File: src/rtl/traffic_light_monitor.sv
// Passive checker for a two-direction traffic light controller.
// Every clk it samples both lamp buses and decodes each into a phase. It then checks
// lamp encoding, cross-direction safety, phase order and (optionally) dwell times.
// Each violation cycle gives a one-cycle pulse and bumps a saturating count. The first
// violation code is held until cleared. Armed NS red->green transitions are counted.
//
// Optional feature: define TLM_DWELL_CHECK_EN to enable the dwell checks (codes 4/5).
//
// Ports:
//   clk          system clock, rising edge
//   rst          asynchronous active-low reset
//   ns_light     NS lamps {red,yellow,green}
//   ew_light     EW lamps {red,yellow,green}
//   err_clr      synchronous clear of err_sticky/err_code/err_count
//   err_pulse    one-cycle flag for a cycle containing any violation
//   err_sticky   set on the first violation, held until err_clr
//   err_code     first violation code since clear (0 = none)
//   err_count    violation-cycle count, saturating
//   cycle_count  completed NS red->green transitions, wrapping
//   ns_phase     decoded NS phase (0=R 1=Y 2=G 3=INVALID)
//   ew_phase     decoded EW phase
module traffic_light_monitor #(
  parameter int unsigned GREEN_MIN   = 5,
  parameter int unsigned GREEN_MAX   = 10,
  parameter int unsigned YELLOW_TIME = 2,
  parameter int unsigned CNT_W       = 8
) (
  input  logic             clk,
  input  logic             rst,
  input  logic [2:0]       ns_light,
  input  logic [2:0]       ew_light,
  input  logic             err_clr,
  output logic             err_pulse,
  output logic             err_sticky,
  output logic [2:0]       err_code,
  output logic [7:0]       err_count,
  output logic [CNT_W-1:0] cycle_count,
  output logic [1:0]       ns_phase,
  output logic [1:0]       ew_phase
);

  typedef enum logic [1:0] {
    PH_R   = 2'd0,
    PH_Y   = 2'd1,
    PH_G   = 2'd2,
    PH_INV = 2'd3
  } phase_e;

  localparam int unsigned NDIR = 2;
  localparam logic [CNT_W-1:0] CNT_MAX      = '1;
  localparam logic [CNT_W-1:0] CNT_ONE      = CNT_W'(1);
  localparam logic [CNT_W-1:0] GREEN_MIN_C  = CNT_W'(GREEN_MIN);
  localparam logic [CNT_W-1:0] YELLOW_C     = CNT_W'(YELLOW_TIME);
  localparam logic [CNT_W-1:0] GREEN_LONG_C = CNT_W'(GREEN_MAX + 1);
  localparam logic [CNT_W-1:0] YEL_LONG_C   = CNT_W'(YELLOW_TIME + 1);

  // Dwell checks fold away to constant zero when the feature is not built in.
`ifdef TLM_DWELL_CHECK_EN
  localparam bit DWELL_EN = 1'b1;
`else
  localparam bit DWELL_EN = 1'b0;
`endif

  // Per-direction state: index 0 = NS, index 1 = EW
  phase_e           phase_q [NDIR];
  phase_e           phase_d [NDIR];
  logic [CNT_W-1:0] cnt_q   [NDIR];
  logic [CNT_W-1:0] cnt_d   [NDIR];
  logic [NDIR-1:0]  armed_q, armed_d;

  logic             err_pulse_q, err_pulse_d;
  logic             err_sticky_q, err_sticky_d;
  logic [2:0]       err_code_q, err_code_d;
  logic [7:0]       err_count_q, err_count_d;
  logic [CNT_W-1:0] cycle_count_q, cycle_count_d;

  logic [2:0]       lights [NDIR];
  phase_e           samp   [NDIR];
  logic [NDIR-1:0]  dir_valid, dir_red;
  logic [5:1]       flags;
  logic [2:0]       new_code;
  logic             any_err;
  logic             ns_r2g;

  // One-hot lamp decode; anything else is an encoding violation
  function automatic phase_e decode(input logic [2:0] l);
    phase_e p;
    case (l)
      3'b100:  p = PH_R;
      3'b010:  p = PH_Y;
      3'b001:  p = PH_G;
      default: p = PH_INV;
    endcase
    return p;
  endfunction

  // Per-direction phase tracking and violation detection
  always_comb begin
    flags     = '0;
    ns_r2g    = 1'b0;
    dir_valid = '0;
    dir_red   = '0;
    armed_d   = armed_q;
    lights[0] = ns_light;
    lights[1] = ew_light;
    for (int i = 0; i < NDIR; i++) begin
      samp[i]    = decode(lights[i]);
      phase_d[i] = phase_q[i];
      cnt_d[i]   = cnt_q[i];
      if (samp[i] == PH_INV) begin
        flags[1]   = 1'b1;
        phase_d[i] = PH_INV;
        cnt_d[i]   = '0;
        armed_d[i] = 1'b0;
      end else begin
        dir_valid[i] = 1'b1;
        dir_red[i]   = (samp[i] == PH_R);
        phase_d[i]   = samp[i];
        armed_d[i]   = 1'b1;
        if (samp[i] == phase_q[i]) begin
          cnt_d[i] = (cnt_q[i] == CNT_MAX) ? cnt_q[i] : cnt_q[i] + CNT_ONE;
        end else begin
          cnt_d[i] = CNT_ONE;
        end
        // The arming sample is never checked against the previous phase
        if (armed_q[i]) begin
          if (samp[i] != phase_q[i]) begin
            if (!((phase_q[i] == PH_G && samp[i] == PH_Y) ||
                  (phase_q[i] == PH_Y && samp[i] == PH_R) ||
                  (phase_q[i] == PH_R && samp[i] == PH_G))) begin
              flags[3] = 1'b1;
            end
            if (DWELL_EN && phase_q[i] == PH_G && samp[i] == PH_Y &&
                cnt_q[i] < GREEN_MIN_C) begin
              flags[4] = 1'b1;
            end
            if (DWELL_EN && phase_q[i] == PH_Y && samp[i] == PH_R &&
                cnt_q[i] < YELLOW_C) begin
              flags[4] = 1'b1;
            end
            if (i == 0 && phase_q[i] == PH_R && samp[i] == PH_G) begin
              ns_r2g = 1'b1;
            end
          end else begin
            // Equality on the new count fires only on the crossing cycle
            if (DWELL_EN && samp[i] == PH_G && cnt_d[i] == GREEN_LONG_C) begin
              flags[5] = 1'b1;
            end
            if (DWELL_EN && samp[i] == PH_Y && cnt_d[i] == YEL_LONG_C) begin
              flags[5] = 1'b1;
            end
          end
        end
      end
    end
    if (dir_valid[0] && dir_valid[1] && !dir_red[0] && !dir_red[1]) begin
      flags[2] = 1'b1;
    end
  end

  // Lowest code wins when several violations share a cycle
  always_comb begin
    new_code = 3'd0;
    if (flags[5]) new_code = 3'd5;
    if (flags[4]) new_code = 3'd4;
    if (flags[3]) new_code = 3'd3;
    if (flags[2]) new_code = 3'd2;
    if (flags[1]) new_code = 3'd1;
    any_err = |flags;
  end

  // Error reporting and cycle counting; a violation overrides a same-cycle clear
  always_comb begin
    err_pulse_d   = any_err;
    err_sticky_d  = err_sticky_q;
    err_code_d    = err_code_q;
    err_count_d   = err_count_q;
    cycle_count_d = cycle_count_q + (ns_r2g ? CNT_ONE : '0);
    if (err_clr) begin
      err_sticky_d = 1'b0;
      err_code_d   = 3'd0;
      err_count_d  = 8'd0;
    end
    if (any_err) begin
      if (!err_sticky_d) begin
        err_code_d = new_code;
      end
      err_sticky_d = 1'b1;
      if (err_count_d != 8'hFF) begin
        err_count_d = err_count_d + 8'd1;
      end
    end
  end

  // State registers
  always_ff @(posedge clk or negedge rst) begin
    if (!rst) begin
      for (int i = 0; i < NDIR; i++) begin
        phase_q[i] <= PH_R;
        cnt_q[i]   <= '0;
      end
      armed_q       <= '0;
      err_pulse_q   <= 1'b0;
      err_sticky_q  <= 1'b0;
      err_code_q    <= 3'd0;
      err_count_q   <= 8'd0;
      cycle_count_q <= '0;
    end else begin
      for (int i = 0; i < NDIR; i++) begin
        phase_q[i] <= phase_d[i];
        cnt_q[i]   <= cnt_d[i];
      end
      armed_q       <= armed_d;
      err_pulse_q   <= err_pulse_d;
      err_sticky_q  <= err_sticky_d;
      err_code_q    <= err_code_d;
      err_count_q   <= err_count_d;
      cycle_count_q <= cycle_count_d;
    end
  end

  assign err_pulse   = err_pulse_q;
  assign err_sticky  = err_sticky_q;
  assign err_code    = err_code_q;
  assign err_count   = err_count_q;
  assign cycle_count = cycle_count_q;
  assign ns_phase    = phase_q[0];
  assign ew_phase    = phase_q[1];

endmodule

File: config.mk
export PLATFORM = sky130hd
export DESIGN_NAME = traffic_light_monitor
export DESIGN_NICKNAME = d
export VERILOG_FILES = /design/src/rtl/traffic_light_monitor.sv
export SDC_FILE = /design/constraint.sdc
export NUM_CORES = 1
export LEC_CHECK = 0
export BUFFER_PORTS_ARGS = -buffer_cell sky130_fd_sc_hd__buf_4
export CAP_MARGIN = 40
export CORE_MARGIN = 2
export CORE_UTILIZATION = 25
export DETAILED_ROUTE_END_ITERATION = 7
export GPL_TIMING_DRIVEN = 0
export PLACE_DENSITY = 0.5
export SKIP_CTS_REPAIR_TIMING = 1
export SLEW_MARGIN = 20
export SYNTH_ARGS = -nofsm -noshare
export SYNTH_HDL_FRONTEND = slang
export SYNTH_SLANG_ARGS = --single-unit
File: constraint.sdc
create_clock -name clk -period 2.69 [get_ports clk]
set_input_delay 0.269 -clock clk [delete_from_list [all_inputs] [get_ports clk]]
set_output_delay 0.269 -clock clk [all_outputs]
set_load 0.005 [all_outputs]
After elaboration in Yosys (flattened, before gate mapping)

Index checks and enable logic that the tools add are counted.

Add/sub/neg operators: 2
Equal/unequal tests: 19
Mux-type cells: 35
Reduce and logical (&&, ||, !) cells: 20

Operator list:

| operator            | number |
|---|---|
| $mux 8              | 3 |
| $mux 1              | 22 |
| $mux 3              | 5 |
| $eq 2x2->1 const B  | 6 |
| $pmux 2 s3          | 2 |
| $logic_and 1x1->1   | 9 |
| $add 8x1->8         | 1 |
| $add 8x1->8 const B | 1 |
| $eq 2x1->1 const B  | 4 |
| $logic_not 2->1     | 4 |
| $ne 8x8->1 const B  | 1 |
| $eq 3x1->1 const B  | 2 |
| $eq 3x2->1 const B  | 2 |
| $eq 3x3->1 const B  | 2 |
| $mux 2              | 3 |
| $logic_or 1x1->1    | 4 |
| $ne 2x2->1          | 2 |
| $reduce_or 3->1     | 1 |
| $logic_not 1->1     | 2 |

Bits in registers: 27
Bits of input ports: 9
Output and inout bits: 25
Logic and storage cells: 84

Logic depth before layout (Yosys ltp)

Gate-level depths: netlist of run 1.

Depth in word-level cells: 19
Mapped depth: 8
Mapped depth without buffers: 7

Least setup slack after synthesis of run 1

OpenSTA, ideal clock, no wires.

Path type: input port to flip-flop
Start: input ns_light[2]
End: register err_count_q[4] (netlist: err_count[4])
Setup time: 128 ps
Data arrival time: 1879 ps
Required time: 2562 ps
Setup slack: 684 ps
Stages on the path: 6
Path buffers: 1
Cells stage by stage: buf_2 > or3b_4 > or3_1 > and3_4 > o31ai_4 > mux2_1

Cells in the longest elaborated chain, start to end: 16
Elaborated cells on any way between the ends: 33
Classes of those cells: 7 x eq/ne; 15 x mux; 11 x reduce/logical

Ends and longest elaborated chain:

| what                                          | line          | source |
|---|---|---|
| from (decl)                                   | 30            | `input logic [2:0] ns_light,` |
| $eq 3x1->1, or another cell as far along      | 88            | `case (l)` |
| $pmux 2 s3 *                                  | 88            |  |
| $eq 2x1->1 or $logic_not 2->1 (tied branches) | 128, 117, 129 |  |
| $logic_and 1x1->1, on equally long branches   | 128, 129      |  |
| $logic_or 1x1->1                              | 128           | `if (!((phase_q[i] == PH_G && samp[i] == PH_Y) \|\|` |
| $logic_or 1x1->1                              | 129           | `(phase_q[i] == PH_Y && samp[i] == PH_R) \|\|` |
| $mux 1                                        | 128           |  |
| $mux 1                                        | 127           | `if (samp[i] != phase_q[i]) begin` |
| $mux 1                                        | 126           | `if (armed_q[i]) begin` |
| $mux 1                                        | 110           | `if (samp[i] == PH_INV) begin` |
| $mux 1                                        | 128           |  |
| $mux 1                                        | 127           |  |
| $mux 1                                        | 126           |  |
| $mux 1                                        | 110           |  |
| $reduce_or 3->1 *                             | 169           | `any_err = \|flags;` |
| $mux 8 *                                      | 184           | `if (any_err) begin` |
| via err_count_d[4]                            | 74            | `logic [7:0] err_count_q, err_count_d;` |
| to (signal assigned)                          | 217           | `err_count_q <= err_count_d;` |
| to (decl)                                     | 74            |  |

The timed path passes the listed nets; every way through them passes the cells marked *.

Worst setup path in the final report of run 1

Start: register err_count_q[0] (netlist: err_count[0])
End: register err_count_q[1] (netlist: err_count[1])

Cells in the longest elaborated chain, start to end: 4
Elaborated cells on any way between the ends: 5
Classes of those cells: 1 x add/sub; 1 x eq/ne; 3 x mux

Ends and longest elaborated chain:

| what                                      | line     | source |
|---|---|---|
| $mux 8 *                                  | 179      | `if (err_clr) begin` |
| $add 8x1->8 or $ne 8x8->1 (tied branches) | 190, 189 |  |
| $mux 8 *                                  | 189      | `if (err_count_d != 8'hFF) begin` |
| $mux 8 *                                  | 184      |  |
| via err_count_d[1]                        | 74       |  |

Marked as above.

==> run_results.csv, run 1 <==
group,metric,value,unit
sta,fin_hold_ws,0.205,ns
floorplan,initial_utilization,25.7,%
synth,yosysWarnings,0,
clock_network,cts_tree,"yes",
critical_path,startpoint,"err_count[0]",
clock_network,clkTransAtPathRegs,0.10,ns
floorplan,io_pins,34,
placed_design,gp_congestion,0.737,
grt,grt_start_max_net_pins,28,
drt,ant_nets,0,
finish,stdcell_count,250,
run_status,status,"complete, no violations",
sta,finalMaxSlewViolations,0,
critical_path,arrival,2.38,ns
grt,antenna_found_initial,0,
critical_path,endpoint_kind,"flip-flop",
critical_path,cp-start-kind,"flip-flop",
placed_design,preCtsSetupSlack,0.352,ns
sta,timing.fmax,452,MHz
drt,drcViolationCount,0,
finish,num-nets-final,188,
clock_network,clock_path_buffers,2,
sta,layout_setup_ws,0.478,ns
critical_path,reg2reg_slack,0.48,ns
run,cap_viol_max_count,0,
synth,ys.flop_type,"dfrtp_1",
floorplan,die_x,81.5,um
drt,num_vias,1185,
synth,yosys.area.top_type_share,45.0,%
sta,fin_crit_sh,82.2,%
synth,yosys.area.top_type,"dfrtp_1",
sta,hold_viol,0,
critical_path,timing.rr.start,"err_count[0]",
synth,synth_edf_count,0,
clock_network,cts.sinks,27,
critical_path,critPathKind,"reg2reg",
critical_path,cp.required,2.86,ns
grt,grt_overflow,0,
critical_path,path_cells,"nor2b_1 > ha_1 > and3_1 > nand2_1 > nor3_1 > a31oi_1 > mux2_2",
clock_network,insertion_delay,0.28,ns
synth,syn_area_per_cell,10.6,sq um
grt,grt_use_total,10.3,%
clock_network,cts_root_buffer,"clkbuf_8",
synth,syn-num-nets,154,
sta,clock_skew,0.00496,ns
synth,ys_seq_area_share,45.0,%
critical_path,cpPeakStageDelay,0.40,ns
sta,final-setup-viol-count,0,
power,power_leakage,0.810,nW
finish,final_cell_mix,"buf_4 (28), dfrtp_1 (27), nand2_1 (11)",
drt,drt_iter0_drc,73,
drt,totalWireLength,3.25,mm
power,power.density,455,nW/um^2
placed_design,placed_cells,245,
sta,min_period,2.21,ns
clock_network,htreeDepth,1,
placed_design,port-buffer-count,28,
drt,avgViaCountPerCell,4.74,
critical_path,crit_fanout,4,
sta,slew_headroom,58.1,%
sta,rsz0062_at_grt,"no",
drt,wire_per_inst,13.0,um
synth,synth-async-reset-ratio,100,%
grt,grt_pass1_vias,1126,
finish,final_common_cell,"buf_4",
power,peakVddDrop,0.211,mV
critical_path,cp_slowest_cell,"nor3_1",
floorplan,dieArea,6640,sq um
floorplan,core_area,5850,sq um
sta,tns,0,ns
drt,dr.pass1.iters,4,
synth,synth_area_leaders,"dfrtp_1 (45%), xnor2_1 (4.7%), xor2_1 (4.1%), nor2b_1 (3.3%), nand2_1 (2.8%)",
critical_path,ff2ff_path_depth,7,
finish,syn2layout_area_growth,24.3,%
hold_path,hp-class,"in2reg",
synth,synth_cells,142,
grt,grt_pass1_wl,5.32,mm
synth,synth.cell_area,1500,sq um
hold_path,holdCritStartpoint,"ns_light[1]",
placed_design,dpl.hpwl,2.41,mm
finish,num_antenna_cells,0,
hold_path,hold_depth,2,
finish,fin_area,1870,sq um
floorplan,die_y,81.5,um
synth,synth.distinct_cells,46,
synth,ys_seq_elements,27,
floorplan,std_cell_rows,28,
sta,max_slew.worst_pin.slew,0.627,ns
placed_design,dpl-instance-area,1810,sq um
clock_network,cts_inserted_buffers,3,
finish,drive_gt1_share,26.9,%
[cell usage after synthesis, types with 3 or more instances]
cell      number
nor3b_1        4
nor2b_1        8
inv_1          4
ha_1           3
buf_2          4
a31oi_1        4
nand2_1       11
dfrtp_1       27
nand2b_1       5
mux2_2         3
xnor2_1        8
xor2_1         7
nand4_1        3
nand3_1        8
o32ai_1        3
or3_1          3
[per-layer routing]
| metal | wire length, um | global-route usage [%] | vias up |
|---|---|---|---|
| met1 | 1580 | 14.0 | 569 |
| met4 | 84 | 5.59 | 0 |
| met5 | 0 | 0 | - |
| li1 | - | - | 583 |
| met2 | 1450 | 16.1 | 26 |
| met3 | 128 | 1.10 | 7 |
[layout make-up]
cell class	count	area (sq um)
plain buffers	7	46.3
clock buffers	3	41.3
clock inverters	1	8.76
fillers	597	3990
inverters	4	15.0
multi-input cells	104	764
flip-flops and latches	27	676
well taps	75	93.8
repair buffers	29	220
[power by group]
group	switching [mW]	internal [mW]
clock network	0.139	0.109
logic	0.0765	0.0731
registers	0.0218	0.430
total	0.237	0.612
[registers in the layout, indices dropped and copies added (netlist names)]
register,cells
err_code,3
ns_phase,2
armed_q,2
err_sticky,1
ew_phase,2
err_pulse,1
err_count,8
cycle_count,8
[cells by family after synthesis]
family,after synthesis,synth area share (%)
adders and majority gates,4,3.17
buffers and inverters,11,4.08
muxes,4,3.00
and+or+nand+nor,58,23.7
DFF,27,45.0
AOI/OAI and AO/OA,23,12.3
xor gates and xnor gates,15,8.75
[worst max-delay path: cells and delay by family (launching register included)]
| family | cells | cell delay, ns |
|---|---|---|
| AOI/OAI and AO/OA | 1 | 0.13 |
| adders and majority gates | 1 | 0.23 |
| DFF | 1 | 0.38 |
| muxes | 1 | 0.31 |
| and+or+nand+nor | 4 | 1.05 |
[stage by stage]
stage / utilization (%) / power [mW]
after global routing: 31.9 / 0.895
after floorplan: - / 0.542
final: 31.9 / 0.849
after detailed placement: 30.9 / 0.610
after CTS: 31.7 / 0.859
after global placement: 30.9 / 0.609
[worst paths after layout]
check	end
max	err_count[1]
min	ns_phase[0]
max reg2reg	err_count[1]
min reg2reg	cycle_count[7]
max in group asynchronous	armed_q[1]
min in group asynchronous	cycle_count[5]
Power figures use the tool's default switching activity.
==> run 2: changes to the inputs <==
Settings changed: PLACE_DENSITY 0.5 to 0.52.
Clock period 2.69 ns to 1.9 ns, I/O delays scaled along.
==> run 2 against run 1 <==
Effect of this change:
- the run now ends with negative setup slack left
- via count increased by 2.8%
- combinational power increased by 61%
- wire length increased by 6.2%
- register-to-register slack worse by 0.49 ns
- power rose by 44%
- die area stayed put
- largest cell class unchanged
==> run_results.csv, run 2 (synthesized netlist as in run 1, its figures left out) <==
group,metric,value,unit
critical_path,critPathKind,"reg2reg",
power,peakVddDrop,0.253,mV
drt,drt_iter0_drc,47,
drt,totalWireLength,3.45,mm
power,p_clk_share,27.9,%
sta,layout_setup_ws,-0.0102,ns
clock_network,cts_tree,"yes",
sta,timing.fmax,523,MHz
sta,min_period,1.91,ns
clock_network,clkTransAtPathRegs,0.10,ns
finish,final_cell_mix,"buf_4 (31), dfrtp_1 (27), nand2_1 (10), xnor2_1 (8), nand3_1 (8)",
grt,grt_pass1_vias,1110,
critical_path,startpoint,"ew_phase[0]",
run_status,status,"finished, violations left",
floorplan,die_x,81.5,um
floorplan,initial_utilization,25.7,%
hold_path,min_to,"ns_phase[0]",
finish,fill_cells,586,
finish,final_common_cell,"buf_4",
finish,syn2layout_area_growth,32.3,%
finish,num_antenna_cells,0,
critical_path,cp-start-kind,"flip-flop",
power,pwr-share-comb,19.8,%
grt,grt_overflow,0,
floorplan,die_y,81.5,um
power,power_leakage,0.863,nW
sta,slew_headroom,68.4,%
sta,tns,-0.0102,ns
placed_design,dpl.hpwl,2.43,mm
critical_path,ff2ff_path_depth,5,
power,seqPwrFrac,52.4,%
clock_network,htreeDepth,1,
floorplan,io_pins,34,
critical_path,timing.rr.start,"ew_phase[0]",
run_status,violations,"negative setup slack",
floorplan,core_area,5850,sq um
hold_path,hp-class,"in2reg",
sta,final-setup-viol-count,1,
floorplan,std_cell_rows,28,
drt,wire_per_inst,13.6,um
clock_network,insertion_delay,0.28,ns
placed_design,port-buffer-count,28,
drt,dr.pass1.iters,4,
critical_path,crit_fanout,7,
critical_path,timing.rr.end,"err_count[7]",
drt,drcViolationCount,0,
run,cap_viol_max_count,0,
clock_network,cts_inserted_buffers,3,
finish,num-nets-final,191,
power,switchingPower,349,uW
critical_path,reg2reg_slack,-0.01,ns
critical_path,cp.required,2.07,ns
sta,max_slew.worst_pin.slew,0.474,ns
finish,drive_gt1_share,36.0,%
power,switching_share,28.4,%
drt,num_vias,1218,
hold_path,hold_depth,2,
drt,ant_nets,0,
critical_path,endpoint_kind,"flip-flop",
clock_network,cts_root_buffer,"clkbuf_8",
grt,grt_use_total,10.9,%
power,internal_power,878,uW
placed_design,gp_congestion,0.751,
floorplan,dieArea,6640,sq um
clock_network,clock_path_buffers,2,
sta,clock_skew,0.00393,ns
hold_path,holdCritStartpoint,"ns_light[1]",
sta,hold_viol,0,
grt,grt_pass1_wl,5.53,mm
critical_path,arrival,2.08,ns
sta,fin_crit_sh,101,%
power,finalPower,1.23,mW
drt,avgViaCountPerCell,4.81,
power,power.density,617,nW/um^2
sta,finalMaxSlewViolations,0,
grt,grt_start_max_net_pins,28,
grt,antenna_found_initial,0,
clock_network,cts.sinks,27,
sta,rsz0062_at_grt,"yes",
-- run 2: per-layer routing --
metal / global-route usage [%] / wire length (um)
met1: 15.6 / 1620
met2: 15.9 / 1590
met3: 1.87 / 170
met4: 5.08 / 74
met5: 0 / 0
-- run 2: cell type report --
| type | count | area (sq um) | share of cell area [%] |
|---|---|---|---|
| tap | 75 | 93.8 | 4.72 |
| clock inverter | 1 | 5.00 | 0.252 |
| buffer | 7 | 46.3 | 2.33 |
| multi-input combinational | 104 | 867 | 43.6 |
| clock buffer | 3 | 41.3 | 2.08 |
| timing repair buffer | 32 | 243 | 12.2 |
| sequential | 27 | 676 | 34.0 |
| inverter | 4 | 15.0 | 0.756 |
-- run 2: through the flow --
stage	worst slack, ns	area, sq um	utilization (%)	std cells	hold slack [ns]
floorplan	0.0181	1510	-	142	-0.106
finish	-0.0102	1990	34.0	253	0.132
detailed placement	-0.351	1820	31.0	245	0.135
CTS	-0.271	1860	31.8	249	-0.181
global placement	-0.355	1820	31.0	245	0.135
global route	-0.124	1990	34.0	253	0.144
-- run 2: worst max path at each step --
stage	slack, ns	depth (start not counted)	end
after global placement	-0.36	9	err_count[1]
final	-0.01	5	err_count[7]
after global routing	-0.12	5	err_count[1]
after detailed placement	-0.35	9	err_count[1]
after CTS	-0.27	7	err_count[1]
after floorplan	0.02	5	err_count[7]
-- run 2: worst max-delay path, cell delays in order, from the launching register on --
cell and delay, ns:
dfrtp_1 0.44, nor4bb_4 0.19, a211oi_2 0.32, o2111ai_4 0.21
a311oi_2 0.32, mux2_4 0.32
-- run 2: power by group through the flow --
stage	Sequential, mW	Clock (mW)	Combinational (mW)
2_1_floorplan	0.648	0	0.121
3_3_place_gp	0.652	0	0.211
3_5_place_dp	0.652	0	0.214
4_1_cts	0.640	0.360	0.215
5_1_grt	0.649	0.382	0.269
6_report	0.642	0.342	0.242
